**src/rtl/fwd_pkg.sv**
```systemverilog
// Shared types for the EX-stage forwarding-select logic: select encodings and
// the per-stage producer tracking slot.
// Latency: n/a (types only). Backpressure: n/a.
package fwd_pkg;

  // Register-address width the slot type is built for.
  localparam int FWD_REG_AW = 5;

  // EX operand mux select encodings.
  localparam logic [1:0] FWD_RF    = 2'b00;  // register file read data
  localparam logic [1:0] FWD_EXMEM = 2'b01;  // EX/MEM ALU result
  localparam logic [1:0] FWD_MEMWB = 2'b10;  // MEM/WB result
  localparam logic [1:0] FWD_PWB   = 2'b11;  // post-WB latch

  // One in-flight instruction as seen by the forwarding logic.
  typedef struct packed {
    logic                  valid;
    logic [FWD_REG_AW-1:0] dest;
    logic                  is_load;
    logic                  reg_write;
  } slot_t;

  localparam slot_t SLOT_BUBBLE = '0;

  // True when the slot will write 'addr' back; r0 is never a real producer.
  function automatic logic slot_writes(slot_t s, logic [FWD_REG_AW-1:0] addr);
    return s.valid && s.reg_write && (s.dest == addr) && (addr != '0);
  endfunction

endpackage

```
**src/rtl/fwd_select_unit_if.sv**
```systemverilog
// ID-stage instruction info, pipeline control and forwarding outputs of the
// forwarding-select unit. master = pipeline/ID side, slave = the unit.
// Latency: n/a (wires only). Backpressure: ld_use_stall, pipe_hold.
interface fwd_select_unit_if #(
  parameter int REG_AW = 5
);
  logic              id_valid;
  logic [REG_AW-1:0] id_rs;
  logic [REG_AW-1:0] id_rt;
  logic              id_use_rs;
  logic              id_use_rt;
  logic [REG_AW-1:0] id_rd;
  logic              id_reg_write;
  logic              id_is_load;
  logic              pipe_hold;
  logic              flush;
  logic [1:0]        fwd_a_sel;
  logic [1:0]        fwd_b_sel;
  logic              ld_use_stall;

  modport master (
    output id_valid, id_rs, id_rt, id_use_rs, id_use_rt, id_rd,
           id_reg_write, id_is_load, pipe_hold, flush,
    input  fwd_a_sel, fwd_b_sel, ld_use_stall
  );

  modport slave (
    input  id_valid, id_rs, id_rt, id_use_rs, id_use_rt, id_rd,
           id_reg_write, id_is_load, pipe_hold, flush,
    output fwd_a_sel, fwd_b_sel, ld_use_stall
  );

endinterface

```
**src/rtl/fwd_match.sv**
```systemverilog
// Youngest-first compare of one source address against EX, MEM and WB producers.
// Latency: combinational. Backpressure: none.
// Ports: src/use_src = operand address and use flag; ex/mem/wb_slot = producers; sel = mux select.
module fwd_match
  import fwd_pkg::*;
#(
  parameter bit WB_BYPASS = 1'b1
) (
  input  logic [FWD_REG_AW-1:0] src,
  input  logic                  use_src,
  input  slot_t                 ex_slot,
  input  slot_t                 mem_slot,
  input  slot_t                 wb_slot,
  output logic [1:0]            sel
);

  // The producer kind does not matter here; load-use is handled by the stall.
  logic unused_is_load;
  assign unused_is_load = ex_slot.is_load ^ mem_slot.is_load ^ wb_slot.is_load;

  // Slots are sampled one edge before the consumer enters EX, so the current
  // EX producer will sit in MEM (EX/MEM result), MEM in WB, WB in post-WB.
  always_comb begin
    sel = FWD_RF;
    if (use_src) begin
      if (slot_writes(ex_slot, src)) begin
        sel = FWD_EXMEM;
      end else if (slot_writes(mem_slot, src)) begin
        sel = FWD_MEMWB;
      end else if (WB_BYPASS && slot_writes(wb_slot, src)) begin
        sel = FWD_PWB;
      end
    end
  end

endmodule

```
**src/rtl/fwd_select_unit.sv**
```systemverilog
// Forwarding-select generator: tracks EX/MEM/WB/PWB producers, registers the
// EX operand selects and raises the load-use stall.
// Latency: selects registered (valid for the instruction's whole EX residency);
// ld_use_stall combinational. Backpressure: pipe_hold freezes everything.
// Ports: clk, rst_n (sync active-low), bus (ID info, hold/flush in; selects/stall out).
module fwd_select_unit
  import fwd_pkg::*;
#(
  parameter int REG_AW    = FWD_REG_AW,
  parameter bit WB_BYPASS = 1'b1
) (
  input  logic             clk,
  input  logic             rst_n,
  fwd_select_unit_if.slave bus
);

  logic [REG_AW-1:0] id_rs;
  logic [REG_AW-1:0] id_rt;
  logic [REG_AW-1:0] id_rd;

  assign id_rs = bus.id_rs;
  assign id_rt = bus.id_rt;
  assign id_rd = bus.id_rd;

  slot_t ex_q, ex_d;
  slot_t mem_q, mem_d;
  slot_t wb_q, wb_d;
  slot_t pwb_q, pwb_d;
  logic [1:0] fwd_a_sel_q, fwd_a_sel_d;
  logic [1:0] fwd_b_sel_q, fwd_b_sel_d;

  logic [1:0] a_match;
  logic [1:0] b_match;
  logic       stall;
  slot_t      id_slot;

  // The post-WB slot is kept for pipeline visibility only; the forwarding
  // decision reads the WB slot one edge earlier.
  logic pwb_unused;
  assign pwb_unused = ^pwb_q;

  fwd_match #(.WB_BYPASS(WB_BYPASS)) u_match_a (
    .src      (id_rs),
    .use_src  (bus.id_use_rs),
    .ex_slot  (ex_q),
    .mem_slot (mem_q),
    .wb_slot  (wb_q),
    .sel      (a_match)
  );

  fwd_match #(.WB_BYPASS(WB_BYPASS)) u_match_b (
    .src      (id_rt),
    .use_src  (bus.id_use_rt),
    .ex_slot  (ex_q),
    .mem_slot (mem_q),
    .wb_slot  (wb_q),
    .sel      (b_match)
  );

  always_comb begin
    // A load result is not ready at the end of EX, so a dependent consumer
    // waits one cycle and then picks it up from MEM/WB. Flush kills the
    // consumer, which makes the stall pointless.
    stall = bus.id_valid && ex_q.valid && ex_q.is_load && (ex_q.dest != '0) &&
            ((bus.id_use_rs && (id_rs == ex_q.dest)) ||
             (bus.id_use_rt && (id_rt == ex_q.dest))) &&
            !bus.flush;

    id_slot           = SLOT_BUBBLE;
    id_slot.valid     = 1'b1;
    id_slot.dest      = id_rd;
    id_slot.is_load   = bus.id_is_load;
    id_slot.reg_write = bus.id_reg_write;

    ex_d        = ex_q;
    mem_d       = mem_q;
    wb_d        = wb_q;
    pwb_d       = pwb_q;
    fwd_a_sel_d = fwd_a_sel_q;
    fwd_b_sel_d = fwd_b_sel_q;

    if (!bus.pipe_hold) begin
      pwb_d = wb_q;
      wb_d  = mem_q;
      mem_d = ex_q;
      if (bus.id_valid && !bus.flush && !stall) begin
        ex_d        = id_slot;
        fwd_a_sel_d = a_match;
        fwd_b_sel_d = b_match;
      end else begin
        ex_d        = SLOT_BUBBLE;
        fwd_a_sel_d = FWD_RF;
        fwd_b_sel_d = FWD_RF;
      end
    end
  end

  always_ff @(posedge clk) begin
    if (!rst_n) begin
      ex_q        <= SLOT_BUBBLE;
      mem_q       <= SLOT_BUBBLE;
      wb_q        <= SLOT_BUBBLE;
      pwb_q       <= SLOT_BUBBLE;
      fwd_a_sel_q <= FWD_RF;
      fwd_b_sel_q <= FWD_RF;
    end else begin
      ex_q        <= ex_d;
      mem_q       <= mem_d;
      wb_q        <= wb_d;
      pwb_q       <= pwb_d;
      fwd_a_sel_q <= fwd_a_sel_d;
      fwd_b_sel_q <= fwd_b_sel_d;
    end
  end

  assign bus.fwd_a_sel    = fwd_a_sel_q;
  assign bus.fwd_b_sel    = fwd_b_sel_q;
  assign bus.ld_use_stall = stall;

endmodule

```
**src/flat_wrapper.sv**
```systemverilog
// flat-port wrapper written by rule: the top's interface ports become plain ports
module fwd_select_unit_flat import fwd_pkg::*;
#(
  parameter int REG_AW    = FWD_REG_AW,
  parameter bit WB_BYPASS = 1'b1
)
  (clk, rst_n, bus_id_valid, bus_id_rs, bus_id_rt, bus_id_use_rs, bus_id_use_rt, bus_id_rd, bus_id_reg_write, bus_id_is_load, bus_pipe_hold, bus_flush, bus_fwd_a_sel, bus_fwd_b_sel, bus_ld_use_stall);
  fwd_select_unit_if #(.REG_AW(REG_AW)) bus_i ();
  input  logic clk;
  input  logic rst_n;
  input wire logic [$bits(bus_i.id_valid)-1:0] bus_id_valid;
  input wire logic [$bits(bus_i.id_rs)-1:0] bus_id_rs;
  input wire logic [$bits(bus_i.id_rt)-1:0] bus_id_rt;
  input wire logic [$bits(bus_i.id_use_rs)-1:0] bus_id_use_rs;
  input wire logic [$bits(bus_i.id_use_rt)-1:0] bus_id_use_rt;
  input wire logic [$bits(bus_i.id_rd)-1:0] bus_id_rd;
  input wire logic [$bits(bus_i.id_reg_write)-1:0] bus_id_reg_write;
  input wire logic [$bits(bus_i.id_is_load)-1:0] bus_id_is_load;
  input wire logic [$bits(bus_i.pipe_hold)-1:0] bus_pipe_hold;
  input wire logic [$bits(bus_i.flush)-1:0] bus_flush;
  output wire logic [$bits(bus_i.fwd_a_sel)-1:0] bus_fwd_a_sel;
  output wire logic [$bits(bus_i.fwd_b_sel)-1:0] bus_fwd_b_sel;
  output wire logic [$bits(bus_i.ld_use_stall)-1:0] bus_ld_use_stall;
  assign bus_i.id_valid = bus_id_valid;
  assign bus_i.id_rs = bus_id_rs;
  assign bus_i.id_rt = bus_id_rt;
  assign bus_i.id_use_rs = bus_id_use_rs;
  assign bus_i.id_use_rt = bus_id_use_rt;
  assign bus_i.id_rd = bus_id_rd;
  assign bus_i.id_reg_write = bus_id_reg_write;
  assign bus_i.id_is_load = bus_id_is_load;
  assign bus_i.pipe_hold = bus_pipe_hold;
  assign bus_i.flush = bus_flush;
  assign bus_fwd_a_sel = bus_i.fwd_a_sel;
  assign bus_fwd_b_sel = bus_i.fwd_b_sel;
  assign bus_ld_use_stall = bus_i.ld_use_stall;
  fwd_select_unit #(.REG_AW(REG_AW), .WB_BYPASS(WB_BYPASS)) u_core (.clk(clk), .rst_n(rst_n), .bus(bus_i));
endmodule
```
**config.mk**
```make
export PLATFORM = sky130hd
export DESIGN_NAME = fwd_select_unit_flat
export DESIGN_NICKNAME = d
export VERILOG_FILES = /design/src/rtl/fwd_pkg.sv /design/src/rtl/fwd_select_unit_if.sv /design/src/rtl/fwd_match.sv /design/src/rtl/fwd_select_unit.sv /design/src/flat_wrapper.sv
export SDC_FILE = /design/constraint.sdc
export NUM_CORES = 1
export LEC_CHECK = 0
export ABC_AREA = 0
export CAP_MARGIN = 10
export CELL_PAD_IN_SITES_DETAIL_PLACEMENT = 1
export CELL_PAD_IN_SITES_GLOBAL_PLACEMENT = 1
export CORE_AREA = 2 2 64 66
export CTS_CLUSTER_DIAMETER = 40
export CTS_CLUSTER_SIZE = 16
export DETAILED_ROUTE_END_ITERATION = 16
export DIE_AREA = 0 0 66 68
export PLACE_DENSITY_LB_ADDON = 0.1
export SLEW_MARGIN = 20
export SYNTH_ARGS = -nofsm -noshare
export SYNTH_HDL_FRONTEND = slang
export SYNTH_SLANG_ARGS = --single-unit
```
**constraint.sdc**
```tcl
create_clock -name clk -period 2.5 [get_ports clk]
set_input_delay 0.625 -clock clk [delete_from_list [all_inputs] [get_ports clk]]
set_output_delay 0.625 -clock clk [all_outputs]
set_load 0.02 [all_outputs]
```
Word-level counts from Yosys, hierarchy flattened
Index checks and enable logic that the tools add are counted.

Equality and inequality tests: 8. Mux-type cells: 11. Reductions and logical operators: 30.

Operators with widths (count): equality test 5 bit (8); logical AND 1 bit (24); 2-to-1 mux 2 bit (10); nonzero test 5 bit (3); 2-to-1 mux 8 bit (1); zero test 1 bit (2); logical OR 1 bit (1).

Bits in registers: 26. Bits of input ports: 24. Output and inout bits: 5. Logic and storage cells: 61.

Logic depth before layout (Yosys ltp)
Depth in word-level cells: 8. Mapped depth: 6. Depth with buffers taken out: 5.

Cells and area by module
Synthesis repeated with hierarchy kept, for this count alone.

Cells, all modules: 206. Area, all modules: 1823.0 um^2.

Modules (own cells, without submodules): fwd_select_unit (instances 1, cells an instance 138, area each 1317.5 um^2, seq. area each 560.5 um^2); fwd_match (instances 2, cells an instance 34, area each 252.7 um^2, seq. area each 0.0 um^2).

Worst setup path before layout
OpenSTA, ideal clock, no wires.

Kind: input to output. From: input bus_id_valid. To: output bus_ld_use_stall. Data arrival time: 1.527 ns. Data required time: 1.875 ns. Setup slack: 0.348 ns. Cell stages on the path: 4. Path buffers: 0. Cell sequence: nor2b_1 > o2111ai_2 > nor4bb_1 > or2_2.

Longest elaborated chain between the ends: 5.

Ends and longest elaborated chain: start, declared (RTL line flat_wrapper.sv:11) `input wire logic [$bits(bus_i.id_valid)-1:0] bus_id_valid;`; logical AND 1 bit (4 in series) (RTL line fwd_select_unit.sv:64) `stall = bus.id_valid && ex_q.valid && ex_q.is_load && (ex_q.dest != '0) &&`; logical AND 1 bit (RTL line fwd_select_unit.sv:66) `(bus.id_use_rt && (id_rt == ex_q.dest))) &&`; end, declared (RTL line flat_wrapper.sv:23) `output wire logic [$bits(bus_i.ld_use_stall)-1:0] bus_ld_use_stall;`.

Every way passes these cells.

Worst setup path after layout
From: register u_core.ex_q[4] (netlist bit). To: output bus_ld_use_stall.

Longest elaborated chain between the ends: 5. Elaborated cells between the ends (all ways): 9. Classes of those cells: 2 x eq/ne; 7 x reduce/logical.

Ends and longest elaborated chain: start, declared (RTL line fwd_select_unit.sv:25) `slot_t ex_q, ex_d;`; start signal, assigned (RTL line fwd_select_unit.sv:100) `ex_q <= SLOT_BUBBLE;`; start signal, assigned (RTL line fwd_select_unit.sv:107) `ex_q <= ex_d;`; equality test 5 bit, on equally long branches (RTL line fwd_select_unit.sv:65, fwd_select_unit.sv:66); logical AND 1 bit, on equally long branches (RTL line fwd_select_unit.sv:65, fwd_select_unit.sv:66); logical OR 1 bit (RTL line fwd_select_unit.sv:65) `((bus.id_use_rs && (id_rs == ex_q.dest)) ||`; logical AND 1 bit * (RTL line fwd_select_unit.sv:64); logical AND 1 bit * (RTL line fwd_select_unit.sv:66).

Every way passes the cells marked *; elsewhere a longest branch is shown, timed or not.

==> results.txt <==
status -> complete, but fails checks
failing checks -> setup timing
cells along the critical path -> or4_4 > o2111ai_4 > nor4bb_4 > or2_4 > buf_6
most common cell in the netlist -> dfxtp_1
Slew Limit Fails -> 0
cells on worst reg2reg path -> 6
Buf+Inv Stages, Crit Path -> 1
Post-Syn Instances -> 142
core region area -> 3856 sq um
clock root buffer -> clkbuf_8
Tmin final -> 2.528 ns
Layout Cells excl Fill -> 247
Boundary Pins -> 29
Rel. slew slack -> 0.5218
EDFF count, synth -> 0
DRT antenna net count -> 0
TritonCTS Sinks -> 26
All-Layer GR Usage -> 0.2036
Distinct cells, synth -> 26
# diodes -> 0
asr flop ratio synth -> 0
Final Skew -> 0.004875 ns
Yosys reg bits -> 26
Die Wd -> 66 um
WL/cell -> 16.96 um
hold slack -> 0.4709 ns
Layout area overhead -> 50.63%
pin count of the biggest net entering global routing -> 18
Startpoint Class -> flip-flop
top-area cell type share of the netlist area -> 0.3721
NumNets Final -> 223
Fmax achieved -> 395.6 MHz
Final Hold Fails -> 0
Critical Path RT -> 1.88 ns
vias per cell -> 5.223
Critical R2R Capture -> u_core.bus.fwd_b_sel[1]$_SDFFE_PN0N_
syn nets -> 166
R2R setup slack -> 0.19 ns
vias in the first global route -> 1399
pwr/cell area -> 388.3 nW/um^2
Num CTS Buffers -> 3
Final Power -> 818.3 uW
post-synthesis sequential area ratio -> 0.3721
synthesized area -> 1399 sq um
number of antenna violations at the first check in global routing -> 0
Crit Path Max Fanout -> 2
top_reg_cell synth -> dfxtp_1
Worst-path clk slew -> 0.08 ns
Initial Utilization -> 0.3628
Filler cells -> 459
H-tree depth -> 1
ratio of final minimum period to clock period -> 1.011
Hold Crit Endpoint -> u_core.bus.fwd_b_sel[0]$_SDFFE_PN0N_
cell row count -> 23
Final HPWL DP -> 3271 um
routed vias -> 1290
Routed WL -> 4189 um
drt pass-1 iters -> 4
layout cells sized above 1 -> 0.2437
CP delay by family, top -> simple AND/OR/NAND/NOR gates
Die Area -> 4488 sq um
Remaining Overflow, GRT -> 0
Hold WC Path Type -> flip-flop to flip-flop
clk_lat worst skew -> 0.27 ns
crit path kind -> flip-flop to output pin
Max Cap Viol -> 0
port buffer count -> 28
final setup fails -> 1
CTS tree -> yes
Synth area leader -> dfxtp_1
CTS Hold Bufs -> 0
Synth top cells by count -> dfxtp_1 (26), xnor2_1 (23), nor2b_1 (15)
Max VDD drop -> 0.0001982 V
Min-Delay Startpoint -> u_core.bus.fwd_b_sel[0]$_SDFFE_PN0N_
worst-margin pin slew -> 0.7134 ns
Lkg Pwr -> 0.9014 nW
DRC violations left -> 0
WP data arrival -> 1.90 ns
crit path capture type -> output pin
final core utilization -> 0.5464
initial drt markers -> 28
Worst Hold Path Cells -> 1
CP max stage delay -> 0.55 ns
placer congestion estimate -> 0.7807
Max clock buf depth -> 2
Synthesis Warnings -> 0
ranking of synthesized cells by area -> dfxtp_1 (37%), xnor2_1 (14%), mux2i_1 (10%), nor2b_1 (6.7%), a22o_1 (4.4%)
RSZ-0062 raised after global routing -> yes
dpl cells -> 241
post-synthesis area per instance -> 9.851 sq um
Final WS setup -> -0.02803 ns
Slowest-stage cell, CP -> or4_4
height of the die -> 68 um
first-pass GRT wire length -> 6782 um
FF-to-FF Start -> u_core.ex_q[4]$_SDFFE_PN0N_
[flip-flops by register name (all words and copies together), names as in the netlist]
signal                flops
u_core.mem_q              7
u_core.wb_q               7
u_core.ex_q               8
u_core.bus.fwd_b_sel      2
u_core.bus.fwd_a_sel      2
[metal layers]
| metal | GRT usage | share of wire | vias to the layer above |
|---|---|---|---|
| met5 | 0 | 0 | - |
| met4 | 0.09694 | 0.036 | 0 |
| met3 | 0.02632 | 0.030 | 13 |
| met2 | 0.3902 | 0.53 | 31 |
| met1 | 0.2218 | 0.40 | 622 |
| li1 | - | - | 624 |
[timing repair]
action | 4_1_cts | 5_1_grt
pin swaps | 3 | 9
endpoints found under the setup margin | 12 | 5
gates resized for setup | 11 | 24
gates cloned | 0 | 0
buffers inserted | 1 | 2
[cells in the final DEF (no fill, tap or decap), types with 2 or more instances in the layout]
cell type,synthesis,final
nor3_2,0,2
nor2b_1,15,14
clkdlybuf4s50_1,0,15
or4_1,5,4
xnor2_1,23,21
inv_1,2,2
dlymetal6s2s_1,0,12
a22o_1,7,7
buf_4,0,29
dfxtp_2,0,2
mux2i_1,14,14
dfxtp_1,26,24
nand4_1,4,4
nor4_1,3,2
o32a_1,2,2
a32o_1,4,4
xnor2_2,0,2
nor2_1,3,3
o32ai_1,2,2
nand2_1,5,5
nand3_1,3,2
nor3_1,4,2
xor2_1,7,6
clkbuf_8,0,3
[how the worst max path moves through the flow]
stage | from | endpoint | slack (ns) | cells after the start
floorplan | bus_id_valid | bus_ld_use_stall | 0.35 | 4
CTS | bus_id_rs[3] | bus_ld_use_stall | -0.25 | 6
global route | u_core.ex_q[4]$_SDFFE_PN0N_ | bus_ld_use_stall | -0.08 | 5
detailed placement | bus_id_rs[4] | bus_ld_use_stall | -0.84 | 6
finish | u_core.ex_q[4]$_SDFFE_PN0N_ | bus_ld_use_stall | -0.03 | 5
global placement | bus_id_rs[4] | bus_ld_use_stall | -0.82 | 6
[per-stage QoR]
step,instance area (sq um),TNS (ns),setup slack [ns]
3_5_place_dp,1917,-5.247,-0.8395
2_1_floorplan,1399,0,0.3477
4_1_cts,1997,-0.2545,-0.2545
3_3_place_gp,1917,-3.729,-0.8205
6_report,2107,-0.02803,-0.02803
5_1_grt,2107,-0.08253,-0.08253
[power breakdown]
group / internal, mW / leakage [nW] / switching [mW] / total, mW
logic: 0.0906 / 0.669 / 0.0643 / 0.155
registers: 0.419 / 0.211 / 0.00687 / 0.426
clock network: 0.108 / 0.0216 / 0.129 / 0.237
[final cells by class]
| class | count | area, sq um | area share |
|---|---|---|---|
| repair buffers | 57 | 529.3 | 0.2512 |
| multi-input cells | 109 | 943.4 | 0.4477 |
| inverters | 2 | 7.507 | 0.003563 |
| flip-flops and latches | 26 | 523.0 | 0.2482 |
| clock buffers | 3 | 41.29 | 0.01960 |
| well taps | 50 | 62.56 | 0.02969 |
[cells by family after synthesis]
kind of cell | share of synthesized area
simple gates | 0.2048
xor+xnor | 0.1878
flops | 0.3721
compound gates | 0.1154
mux | 0.1002
buf+inv | 0.01967
Power figures use the tool's default switching activity.
